==> src/rtl/karsilastirici_pkg.sv <==
// Shared types and constants for the serial magnitude comparator.
package karsilastirici_pkg;

    // Controller states: idle and comparing.
    typedef enum logic {
        BOS  = 1'b0,
        KARS = 1'b1
    } durum_t;

    // First-mismatch encoding; bit 0 marks A<B, bit 1 marks A>B.
    localparam logic [1:0] ESIT  = 2'b00;
    localparam logic [1:0] KUCUK = 2'b01;
    localparam logic [1:0] BUYUK = 2'b10;

endpackage

==> src/rtl/bit_karsilastirici.sv <==
// Existing 1-bit comparator stage: one-hot less / equal / greater for a bit pair.
module bit_karsilastirici (
    input  logic A,
    input  logic B,
    output logic AkB,
    output logic AeB,
    output logic AbB
);

    // Purely combinational decode of the bit pair.
    always_comb begin
        AkB = ~A & B;
        AeB = ~(A ^ B);
        AbB = A & ~B;
    end

endmodule

==> src/rtl/seri_karsilastirici.sv <==
// Serial N-bit magnitude comparator: shifts captured operands MSB-first through
// the 1-bit stage and records the first non-equal decision.
module seri_karsilastirici #(
    parameter int N           = 8,
    parameter int ERKEN_CIKIS = 1
) (
    input  logic                   clk,
    input  logic                   rst,
    input  logic                   basla,
    input  logic [N-1:0]           A,
    input  logic [N-1:0]           B,
    output logic                   mesgul,
    output logic                   bitti,
    output logic                   AkB,
    output logic                   AeB,
    output logic                   AbB,
    output logic [$clog2(N+1)-1:0] dongu
);
    import karsilastirici_pkg::*;

    localparam int             CW  = $clog2(N + 1);
    localparam logic [CW-1:0]  SON = CW'(N - 1);
    localparam logic           ERKEN = (ERKEN_CIKIS != 0);

    durum_t        durum, sonrakiDurum;
    logic [N-1:0]  sa, sb;
    logic [CW-1:0] sayac;
    logic [1:0]    ilkFark;
    logic          bitAkB, bitAeB, bitAbB;
    logic          karar;
    logic [1:0]    sonuc;

    bit_karsilastirici uBit (
        .A   (sa[N-1]),
        .B   (sb[N-1]),
        .AkB (bitAkB),
        .AeB (bitAeB),
        .AbB (bitAbB)
    );

    // Decision detection and the result to be registered on a decision edge.
    // A latched earlier mismatch wins over the current bit; with no latched
    // mismatch the current bit decides (equal when it matches too).
    always_comb begin
        karar = (durum == KARS) && ((ERKEN && !bitAeB) || (sayac == SON));
        sonuc = (ilkFark != ESIT) ? ilkFark : {bitAbB, bitAkB};
    end

    // State register.
    always_ff @(posedge clk) begin
        if (rst) durum <= BOS;
        else     durum <= sonrakiDurum;
    end

    // Next-state logic: start from idle, return on a decision.
    always_comb begin
        sonrakiDurum = durum;
        case (durum)
            BOS:     if (basla) sonrakiDurum = KARS;
            KARS:    if (karar) sonrakiDurum = BOS;
            default: sonrakiDurum = BOS;
        endcase
    end

    // State-derived outputs.
    always_comb begin
        mesgul = (durum == KARS);
    end

    // Datapath: operand capture, shifting, mismatch latch and result registers.
    always_ff @(posedge clk) begin
        if (rst) begin
            sa      <= '0;
            sb      <= '0;
            sayac   <= '0;
            ilkFark <= ESIT;
            bitti   <= 1'b0;
            AkB     <= 1'b0;
            AeB     <= 1'b0;
            AbB     <= 1'b0;
            dongu   <= '0;
        end else begin
            bitti <= 1'b0;
            if (durum == BOS) begin
                if (basla) begin
                    sa      <= A;
                    sb      <= B;
                    sayac   <= '0;
                    ilkFark <= ESIT;
                end
            end else if (karar) begin
                bitti <= 1'b1;
                AkB   <= (sonuc == KUCUK);
                AeB   <= (sonuc == ESIT);
                AbB   <= (sonuc == BUYUK);
                dongu <= sayac + CW'(1);
            end else begin
                sa    <= {sa[N-2:0], 1'b0};
                sb    <= {sb[N-2:0], 1'b0};
                sayac <= sayac + CW'(1);
                if (ilkFark == ESIT && !bitAeB)
                    ilkFark <= {bitAbB, bitAkB};
            end
        end
    end

endmodule

==> config.mk <==
export PLATFORM = sky130hd
export DESIGN_NAME = seri_karsilastirici
export DESIGN_NICKNAME = d
export VERILOG_FILES = /design/src/rtl/karsilastirici_pkg.sv /design/src/rtl/bit_karsilastirici.sv /design/src/rtl/seri_karsilastirici.sv
export SDC_FILE = /design/constraint.sdc
export NUM_CORES = 1
export LEC_CHECK = 0
export ABC_AREA = 1
export CAP_MARGIN = 20
export CORE_MARGIN = 5
export CORE_UTILIZATION = 45
export CTS_CLUSTER_DIAMETER = 80
export DETAILED_ROUTE_END_ITERATION = 10
export MAX_ROUTING_LAYER = met4
export PLACE_DENSITY = 0.7
export SYNTH_ARGS = -nofsm -noshare
export SYNTH_HDL_FRONTEND = slang
export SYNTH_SLANG_ARGS = --single-unit
==> constraint.sdc <==
create_clock -name clk -period 3.6 [get_ports clk]
set_input_delay 0.9 -clock clk [delete_from_list [all_inputs] [get_ports clk]]
set_output_delay 0.9 -clock clk [all_outputs]
set_load 0.03 [all_outputs]
==> qor.yml, run 1 <==
status: "completed"
core-area_mm2: 0.00339
cp_num_buf_inv: 1
endpoint_kind: "primary output"
skew_ps: 11.2
final_common_cell: "nand2_1"
synth_area_mm2: 0.00159
num_rows: 21
routed_wl_mm: 3.00
gp_congestion: 0.787
critPathRequiredTime_ps: 2700
synth-seq-area-share_pct: 39.0
syn_inst: 228
rrSetupSlack_ps: 1960
die_w_um: 69.5
synth.area.top_cells: "dfxtp_1 39%, nand2_1 13%, nor2_1 7.1%"
clkTransAtPathRegs_ps: 100
die_y_um: 69.5
hold_ws_ps: 492
p_leak_uw: 0.000822
cp_cell_sequence: "clkdlybuf4s50_1"
tightest_slew_ps: 673
drt_iter0_drc: 55
cts-root-buf: "clkbuf_4"
arrival_ps: 1630
start_kind: "flop"
cts_resized: 0
fin_ws_ps: 1070
nNetsFinal: 270
setup-tns-final_ps: 0
routedWlPerCell_um: 10.2
ys_ff_latch: 31
slew-limit-headroom_pct: 55.1
netlist.area_leader.share_pct: 39.0
dp.final_hpwl_mm: 2.00
layout_common_cells: "56 x nand2_1, 31 x dfxtp_1, 30 x nor2_1, 27 x clkdlybuf4s50_1, 25 x inv_1"
ant_nets: 0
slowest_delay_ps: 750
place_ws_ps: 1140
vias_per_cell: 4.64
finalCriticalPeriod_ps: 2530
slew_viol_final: 0
ys_warn_count: 0
crit_slowest_cell: "clkdlybuf4s50_1"
initial_utilization_pct: 47.0
synth_nets: 250
areaGrowthSynthToFinish_pct: 18.0
grt_max_degree: 37
dieArea_mm2: 0.00483
finalSetupViolations: 0
critPathMaxFanout: 8
min_period_over_period_pct: 70.4
drv_cap: 0
yosys.cell_types.count: 20
cts_buffers: 5
power.density_mw_per_mm2: 454
final_hold_viol_count: 0
holdCritPathClass: "flop to flop"
clockBufferDepth: 2
drc_errors: 0
antenna_found_initial: 0
fmax_ghz: 0.395
overflow: 0
first_pass_iters: 4
grt_pass1_vias: 1172
cts_tree: "done"
insertion_delay_ps: 340
syn_avg_cell_area_um2: 6.99
grt_pass1_wl_mm: 5.14
htree_levels: 2
grt_use_total_pct: 13.5
drive_above_1_share_pct: 5.22
hold_buffers: 0
clock_sinks: 31
vdd.ir_drop.worst_mv: 0.196
n_antenna_cell: 0
vias: 1369
yosys.area.top_type: "dfxtp_1"
cp_top_family: "buffers and inverters"
post_cts_buffers: 0
io_pins: 28
rsz0062_at_grt: "no"
place.port_buffers: 27
crit_type: "flop to primary output"
## layer usage
layer	global-route usage [%]	wire length, µm	vias up
met5	-	0	-
met4	5.21	51	0
met3	4.78	195	7
met2	20.0	1270	34
met1	16.8	1490	566
li1	-	-	762
## area by class of cell
cell class                      instances  area [µm²]
Multi-Input combinational cell        157         764
Timing Repair Buffer                   27         270
Tap cell                               46        57.6
Fill cell                             331        1510
Clock buffer                            8        68.8
Inverter                               26        97.6
Sequential cell                        31         621
## stage by stage
| stage | area (µm²) | utilization [%] | cells | power [µW] |
|---|---|---|---|---|
| floorplan | 1590 | - | 228 | 583 |
| global placement | 1810 | 53.4 | 287 | 626 |
| detailed placement | 1810 | 53.4 | 287 | 628 |
| CTS | 1880 | 55.4 | 295 | 864 |
| global route | 1880 | 55.4 | 295 | 916 |
| finish | 1880 | 55.4 | 295 | 853 |
## where the power goes
part | internal (µW) | total (µW) | switching, µW
sequential | 378 | 394 | 16.1
combinational | 89.9 | 225 | 135
clock | 115 | 234 | 120
## flip-flops by register name, indices dropped and copies added (netlist names)
register,cells
sayac,4
AbB,1
ilkFark,2
AeB,1
bitti,1
sb,8
AkB,1
dongu,4
sa,8
mesgul,1
## kinds of logic after synthesis
family / synth area share, %
AND/OR/NAND/NOR: 31.5
AO/OA/AOI/OAI: 14.1
buffers and inverters: 13.0
flip-flops: 39.0
adder cells (fa/ha/maj): 2.36
## path summary, 6_finish.rpt
check           end  startpoint  depth (start not counted)
min             AeB         AeB                          2
min reg2reg     AeB         AeB                          2
max reg2reg   sb[6]       sb[7]                          5
max          mesgul      mesgul                          1
## cells in the mapped netlist (all sizes together)
cell,n
nand2,57
dfxtp,31
nor2,30
inv,26
a21oi,24
nand3,21
o21ai,15
buf,13
ha,3
nand4,3
nor3,2
o211ai,2
clkbuf,1
(Power assumes the default switching activity.)
==> run 2, diff against run 1 <==
==> constraint.sdc (replaced) <==
create_clock -name clk -period 2.6 [get_ports clk]
set_input_delay 0.65 -clock clk [delete_from_list [all_inputs] [get_ports clk]]
set_output_delay 0.65 -clock clk [all_outputs]
set_load 0.03 [all_outputs]
==> run 2 against run 1 <==
Hold slack worse by 4.2 ps. Via count is 5.0% higher. First-iteration DRC count rose by 110%. Worst setup slack lost 740 ps. Sequential power grew 38%. Flip-flop and latch count is the same. Power rose by 48%.
==> qor.yml, run 2 (synthesis gave the netlist of run 1 again) <==
die_y_um: 69.5  # unchanged
grt_use_total_pct: 14.5  # was 13.5%
rrSetupSlack_ps: 900  # was 1960 ps
holdCritPathClass: "flop to flop"  # unchanged
skew_ps: 13.6  # was 11.2 ps
overflow: 0  # unchanged
htree_levels: 2  # unchanged
drt_iter0_drc: 116  # was 55
use_met3_pct: 4.06  # was 4.78%
vdd.ir_drop.worst_mv: 0.374  # was 0.196 mV
initial_utilization_pct: 47.0  # unchanged
crit_type: "flop to primary output"  # unchanged
clkTransAtPathRegs_ps: 100  # about the same
slowest_delay_ps: 750  # about the same
io_pins: 28  # unchanged
fin_ws_ps: 330  # was 1070 ps
antenna_found_initial: 0  # unchanged
rsz0062_at_grt: "no"  # unchanged
insertion_delay_ps: 350  # was 340 ps
finalSetupViolations: 0  # unchanged
dieArea_mm2: 0.00483  # unchanged
reg2regPathDepth: 5  # unchanged
slew-limit-headroom_pct: 66.5  # was 55.1%
busiest_layer: "met2"  # unchanged
min_period_over_period_pct: 87.3
hold_buffers: 0  # unchanged
gp_congestion: 0.776  # was 0.787
p_leak_uw: 0.000841  # was 0.000822 µW
reg2reg_from: "sb[7]"  # unchanged
worstHoldStart: "AbB"  # was AeB
tightest_slew_ps: 502  # was 673 ps
hold_end: "AbB"  # was AeB
clock_sinks: 31  # unchanged
grtUsageMet2_pct: 21.6  # was 20.0%
grt_pass1_vias: 1256  # was 1172
fmax_ghz: 0.440
cp_num_buf_inv: 1  # unchanged
reg.largest.list: "sa x8, sb x8"  # unchanged
holdPathStages: 2  # unchanged
arrival_ps: 1620  # was 1630 ps
nNetsFinal: 272  # was 270
hold_ws_ps: 487  # was 492 ps
n_antenna_cell: 0  # unchanged
cp_cell_sequence: "clkdlybuf4s50_1"  # unchanged
slew_viol_final: 0  # unchanged
met1_usage_pct: 17.3  # was 16.8%
critPathMaxFanout: 8  # unchanged
drv_cap: 0  # unchanged
ant_nets: 0  # unchanged
layout_common_cells: "56 x nand2_1, 31 x dfxtp_1, 30 x nor2_1, 27 x clkdlybuf4s50_1, 25 x inv_1"  # unchanged
routed_wl_mm: 3.11  # was 3.00 mm
cts_tree: "done"  # unchanged
nFillCells: 339  # was 331
dp.final_hpwl_mm: 2.08  # was 2.00 mm
num_rows: 21  # unchanged
final_hold_viol_count: 0  # unchanged
cts-root-buf: "clkbuf_4"  # unchanged
final_common_cell: "nand2_1"  # unchanged
endpoint_kind: "primary output"  # unchanged
status: "completed"  # unchanged
die_w_um: 69.5  # unchanged
grt_pass1_wl_mm: 5.45  # was 5.14 mm
drc_errors: 0  # unchanged
areaGrowthSynthToFinish_pct: 20.0  # was 18.0%
power.density_mw_per_mm2: 661  # was 454 mW/mm²
routedWlPerCell_um: 10.5  # was 10.2 µm
cp_num_cells: 1  # unchanged
place.port_buffers: 27  # unchanged
critPathRequiredTime_ps: 1950  # was 2700 ps
start_kind: "flop"  # unchanged
cp_top_family: "buffers and inverters"  # unchanged
vias_per_cell: 4.84  # was 4.64
finalCriticalPeriod_ps: 2270
post_cts_buffers: 0  # unchanged
cts_resized: 0  # unchanged
cts_buffers: 5  # unchanged
clockBufferDepth: 2  # unchanged
place_ws_ps: 698  # was 1140 ps
reg2reg_to: "sa[2]"  # was sb[6]
drive_above_1_share_pct: 6.37  # was 5.22%
setup-tns-final_ps: 0  # unchanged
grt_max_degree: 37  # unchanged
core-area_mm2: 0.00339  # unchanged
crit_slowest_cell: "clkdlybuf4s50_1"  # unchanged
first_pass_iters: 5  # was 4
vias: 1438  # was 1369
run 2: cell count changes in the layout (fill, tap and decap cells not counted):
cell	before	now
buf_4	0	2
bufinv_16	0	1
clkbuf_1	1	0
clkbuf_8	2	1
clkinv_2	0	1
run 2: worst max path at each step:
stage,from,to,slack [ps]
floorplan,mesgul,sa[6],1230
global placement,mesgul,mesgul,720
detailed placement,mesgul,mesgul,700
CTS,mesgul,mesgul,320
global route,mesgul,mesgul,280
finish,mesgul,mesgul,330
run 2: layout make-up:
class                           count  area [µm²]  area share [%]
Clock buffer                        6        51.3            2.68
Clock inverter                      2        35.0            1.83
Inverter                           26        97.6            5.10
Multi-Input combinational cell    157         764            40.0
Sequential cell                    31         621            32.5
Tap cell                           46        57.6            3.01
Timing Repair Buffer               29         285            14.9
run 2: metal layers:
metal | part of all wire [%] | vias up | wire length (µm)
met2 | 43 | 46 | 1350
li1 | - | 769 | -
met3 | 7.2 | 8 | 225
met1 | 47 | 615 | 1450
met4 | 2.7 | 0 | 84
met5 | 0 | - | 0
run 2: report_power, final:
part	switching [µW]	internal, µW	leakage, µW
Sequential	21.6	523	0.000255
Combinational	192	127	0.000538
Clock	174	227	0.0000482
Total	387	877	0.000841
run 2: stage by stage:
step           std cells  power [µW]  utilization [%]  instance area [µm²]
2_1_floorplan        228         807                -                 1590
3_3_place_gp         289         870             53.9                 1830
3_5_place_dp         289         874             53.9                 1830
4_1_cts              297        1280             56.4                 1910
5_1_grt              297        1350             56.4                 1910
6_report             297        1260             56.4                 1910
==> run 3, diff against run 2 <==
--- a/config.mk
+++ b/config.mk
@@ -5,14 +5,13 @@
 export SDC_FILE = /design/constraint.sdc
 export NUM_CORES = 1
 export LEC_CHECK = 0
-export ABC_AREA = 1
 export CAP_MARGIN = 20
 export CORE_MARGIN = 5
 export CORE_UTILIZATION = 45
 export CTS_CLUSTER_DIAMETER = 80
 export DETAILED_ROUTE_END_ITERATION = 10
 export MAX_ROUTING_LAYER = met4
-export PLACE_DENSITY = 0.7
+export PLACE_DENSITY = 0.71
 export SYNTH_ARGS = -nofsm -noshare
 export SYNTH_HDL_FRONTEND = slang
 export SYNTH_SLANG_ARGS = --single-unit
==> run 3 against run 2 <==
Count of clock-buffer cells in the layout grew 2. Power shrank 11%. Sequential share of layout area grew 3.0 points. Non-clock buffer count grew 4. Critical path type unchanged. Flip-flop and latch count is the same. Clock skew shrank 4.8 ps. Design area shrank 8.4%. Utilization grew 1.9 points. Cell count shrank 33%. Synthesized area shrank 13%. Maximum frequency grew 14%. Global-route usage grew 0.59 points. Largest power group unchanged.
==> qor.yml, run 3 <==
worstHoldStart: "AbB"  # unchanged
routedWlPerCell_um: 14.0  # was 10.5 µm
synthArstFlopShare_pct: 0  # unchanged
syn_inst: 134  # was 228
io_pins: 28  # unchanged
grt_pass1_wl_mm: 4.82  # was 5.45 mm
layout_common_cells: "31 x dfxtp_1, 27 x clkdlybuf4s50_1, 22 x nor2_1, 16 x mux2i_1, 10 x a211oi_2"  # was 56 x nand2_1, 31 x dfxtp_1, 30 x nor2_1, 27 x clkdlybuf4s50_1, 25 x inv_1
hold_ws_ps: 483  # was 487 ps
syn_avg_cell_area_um2: 10.3  # was 6.99 µm²
crit_type: "flop to primary output"  # unchanged
reg.largest.list: "sa x8, sb x8"  # unchanged
clockBufferDepth: 2  # unchanged
hold_end: "AbB"  # unchanged
cp_cell_sequence: "clkdlybuf4s50_1"  # unchanged
routed_wl_mm: 2.78  # was 3.11 mm
holdCritPathClass: "flop to flop"  # unchanged
endpoint_kind: "primary output"  # unchanged
final_cell_area_mm2: 0.00175  # was 0.00191 mm²
yosys.cell_types.count: 35  # was 20
slowest_delay_ps: 680  # was 750 ps
critPathMaxFanout: 2  # was 8
cts_tree: "done"  # unchanged
grt_use_total_pct: 15.1  # was 14.5%
antenna_found_initial: 0  # unchanged
core-area_mm2: 0.00300  # was 0.00339 mm²
rsz0062_at_grt: "no"  # unchanged
placed_cell_area_mm2: 0.00168  # was 0.00183 mm²
seqCellArea_um2: 621  # unchanged
dp.final_hpwl_mm: 2.07  # was 2.08 mm
yosys.area.top_type: "dfxtp_1"  # unchanged
grt_max_degree: 29  # was 37
num_rows: 20  # was 21
holdPathStages: 2  # unchanged
ys_ff_latch: 31  # unchanged
critPathRequiredTime_ps: 1950  # about the same
nNetsFinal: 186  # was 272
hold_buffers: 0  # unchanged
clock_sinks: 31  # unchanged
clkTransAtPathRegs_ps: 90  # was 100 ps
synth-seq-area-share_pct: 44.8  # was 39.0%
power.density_mw_per_mm2: 640  # was 661 mW/mm²
initial_utilization_pct: 46.1  # was 47.0%
rrSetupSlack_ps: 910  # was 900 ps
crit_slowest_cell: "clkdlybuf4s50_1"  # unchanged
total_power_uw: 1120  # was 1260 µW
nFillCells: 287  # was 339
die_y_um: 65.5  # was 69.5 µm
netlist.area_leader.share_pct: 44.8  # was 39.0%
finalSetupViolations: 0  # unchanged
cts_resized: 0  # unchanged
reg2reg_to: "AkB"  # was sa[2]
drive_above_1_share_pct: 16.4  # was 6.37%
multi_input_area_um2: 686  # was 764 µm²
synth_commonest_cells: "31 x dfxtp_1, 22 x nor2_1, 16 x mux2i_1, 10 x a211oi_2, 7 x a211oi_1"  # was 56 x nand2_1, 31 x dfxtp_1, 30 x nor2_1, 25 x inv_1, 22 x a21oi_1
finalCriticalPeriod_ps: 1990  # was 2270 ps
n_antenna_cell: 0  # unchanged
ant_nets: 0  # unchanged
vias_per_cell: 5.33  # was 4.84
grt_pass1_vias: 1075  # was 1256
synth.most_common_cell: "dfxtp_1"  # was nand2_1
vias: 1056  # was 1438
cts_buffers: 5  # unchanged
dieArea_mm2: 0.00428  # was 0.00483 mm²
synth_edf_count: 0  # unchanged
post_cts_buffers: 0  # unchanged
final_common_cell: "dfxtp_1"  # was nand2_1
stdcell_count: 198  # was 297
drt_iter0_drc: 29  # was 116
reg2reg_from: "sayac[0]"  # was sb[7]
dp_cells: 190  # was 289
overflow: 0  # unchanged
synth_area_mm2: 0.00138  # was 0.00159 mm²
slew_viol_final: 0  # unchanged
p_leak_uw: 0.000682  # was 0.000841 µW
reg2regPathDepth: 6  # was 5
insertion_delay_ps: 320  # was 350 ps
drc_errors: 0  # unchanged
ys_warn_count: 0  # unchanged
arrival_ps: 1340  # was 1620 ps
drv_cap: 0  # unchanged
gp_congestion: 0.731  # was 0.776
synthFlopType: "dfxtp_1"  # unchanged
cts-root-buf: "clkbuf_4"  # unchanged
skew_ps: 8.79  # was 13.6 ps
status: "completed"  # unchanged
slew-limit-headroom_pct: 79.1  # was 66.5%
final_hold_viol_count: 0  # unchanged
place.port_buffers: 27  # unchanged
min_period_over_period_pct: 76.7  # was 87.3%
tightest_slew_ps: 312  # was 502 ps
setup-tns-final_ps: 0  # unchanged
first_pass_iters: 4  # was 5
areaGrowthSynthToFinish_pct: 26.5  # was 20.0%
htree_levels: 2  # unchanged
synth_nets: 156  # was 250
fmax_ghz: 0.502  # was 0.440 GHz
die_w_um: 65.5  # was 69.5 µm
vdd.ir_drop.worst_mv: 0.401  # was 0.374 mV
synth.area.top_cells: "dfxtp_1 45%, mux2i_1 12%, a211oi_2 9.0%"  # was dfxtp_1 39%, nand2_1 13%, nor2_1 7.1%
start_kind: "flop"  # unchanged
cp_top_family: "buffers and inverters"  # unchanged
cp_num_buf_inv: 1  # unchanged
==> run 3: area by class of cell <==
type | count | share of cell area (%)
clock buffer | 8 | 3.93
inverter | 5 | 1.07
multi-input combinational | 88 | 39.2
sequential | 31 | 35.5
tap | 33 | 2.36
timing repair buffer | 33 | 18.0
==> run 3: how the worst max path moves through the flow <==
| stage | start | end | slack, ps | cells past startpoint |
|---|---|---|---|---|
| after floorplan | basla | sayac[0] | 960 | 6 |
| after global placement | basla | sa[7] | 520 | 6 |
| after detailed placement | basla | sa[5] | 460 | 6 |
| after CTS | AeB | AeB | 590 | 1 |
| after global routing | AbB | AbB | 540 | 1 |
| final | mesgul | mesgul | 610 | 1 |
==> run 3: logic make-up after synthesis <==
| family | Yosys count | synth area share, % |
|---|---|---|
| and+or+nand+nor | 36 | 13.5 |
| xor gates and xnor gates | 2 | 1.27 |
| DFF | 31 | 44.8 |
| buffers and inverters | 15 | 5.61 |
| adders and majority gates | 3 | 2.71 |
| AOI/OAI and AO/OA | 30 | 19.7 |
| muxes | 17 | 12.4 |
==> run 3: metal layers <==
| metal | track usage, % | share of wire (%) | vias to the layer above |
|---|---|---|---|
| met5 | - | 0 | - |
| met4 | 6.99 | 2.0 | 0 |
| met3 | 3.93 | 4.5 | 8 |
| met2 | 24.8 | 50 | 24 |
| met1 | 17.1 | 43 | 486 |
| li1 | - | - | 538 |
==> run 3: power breakdown <==
| group | switching (µW) | internal [µW] | total, µW |
|---|---|---|---|
| clock | 151 | 159 | 310 |
| sequential | 25.9 | 520 | 546 |
| combinational | 140 | 125 | 265 |
| total | 317 | 803 | 1120 |
==> run 3: stage by stage <==
| stage | util, % | worst slack (ps) |
|---|---|---|
| 6_report | 58.3 | 606 |
| 2_1_floorplan | - | 956 |
| 5_1_grt | 58.3 | 538 |
| 3_3_place_gp | 56.0 | 523 |
| 4_1_cts | 58.3 | 589 |
| 3_5_place_dp | 56.0 | 463 |
==> run 3: worst min-delay path: cells and delay by family, from the launching register on <==
family	cells	cell delay [ps]
AND/OR/NAND/NOR	1	60
AO/OA/AOI/OAI	1	60
flip-flops	1	320
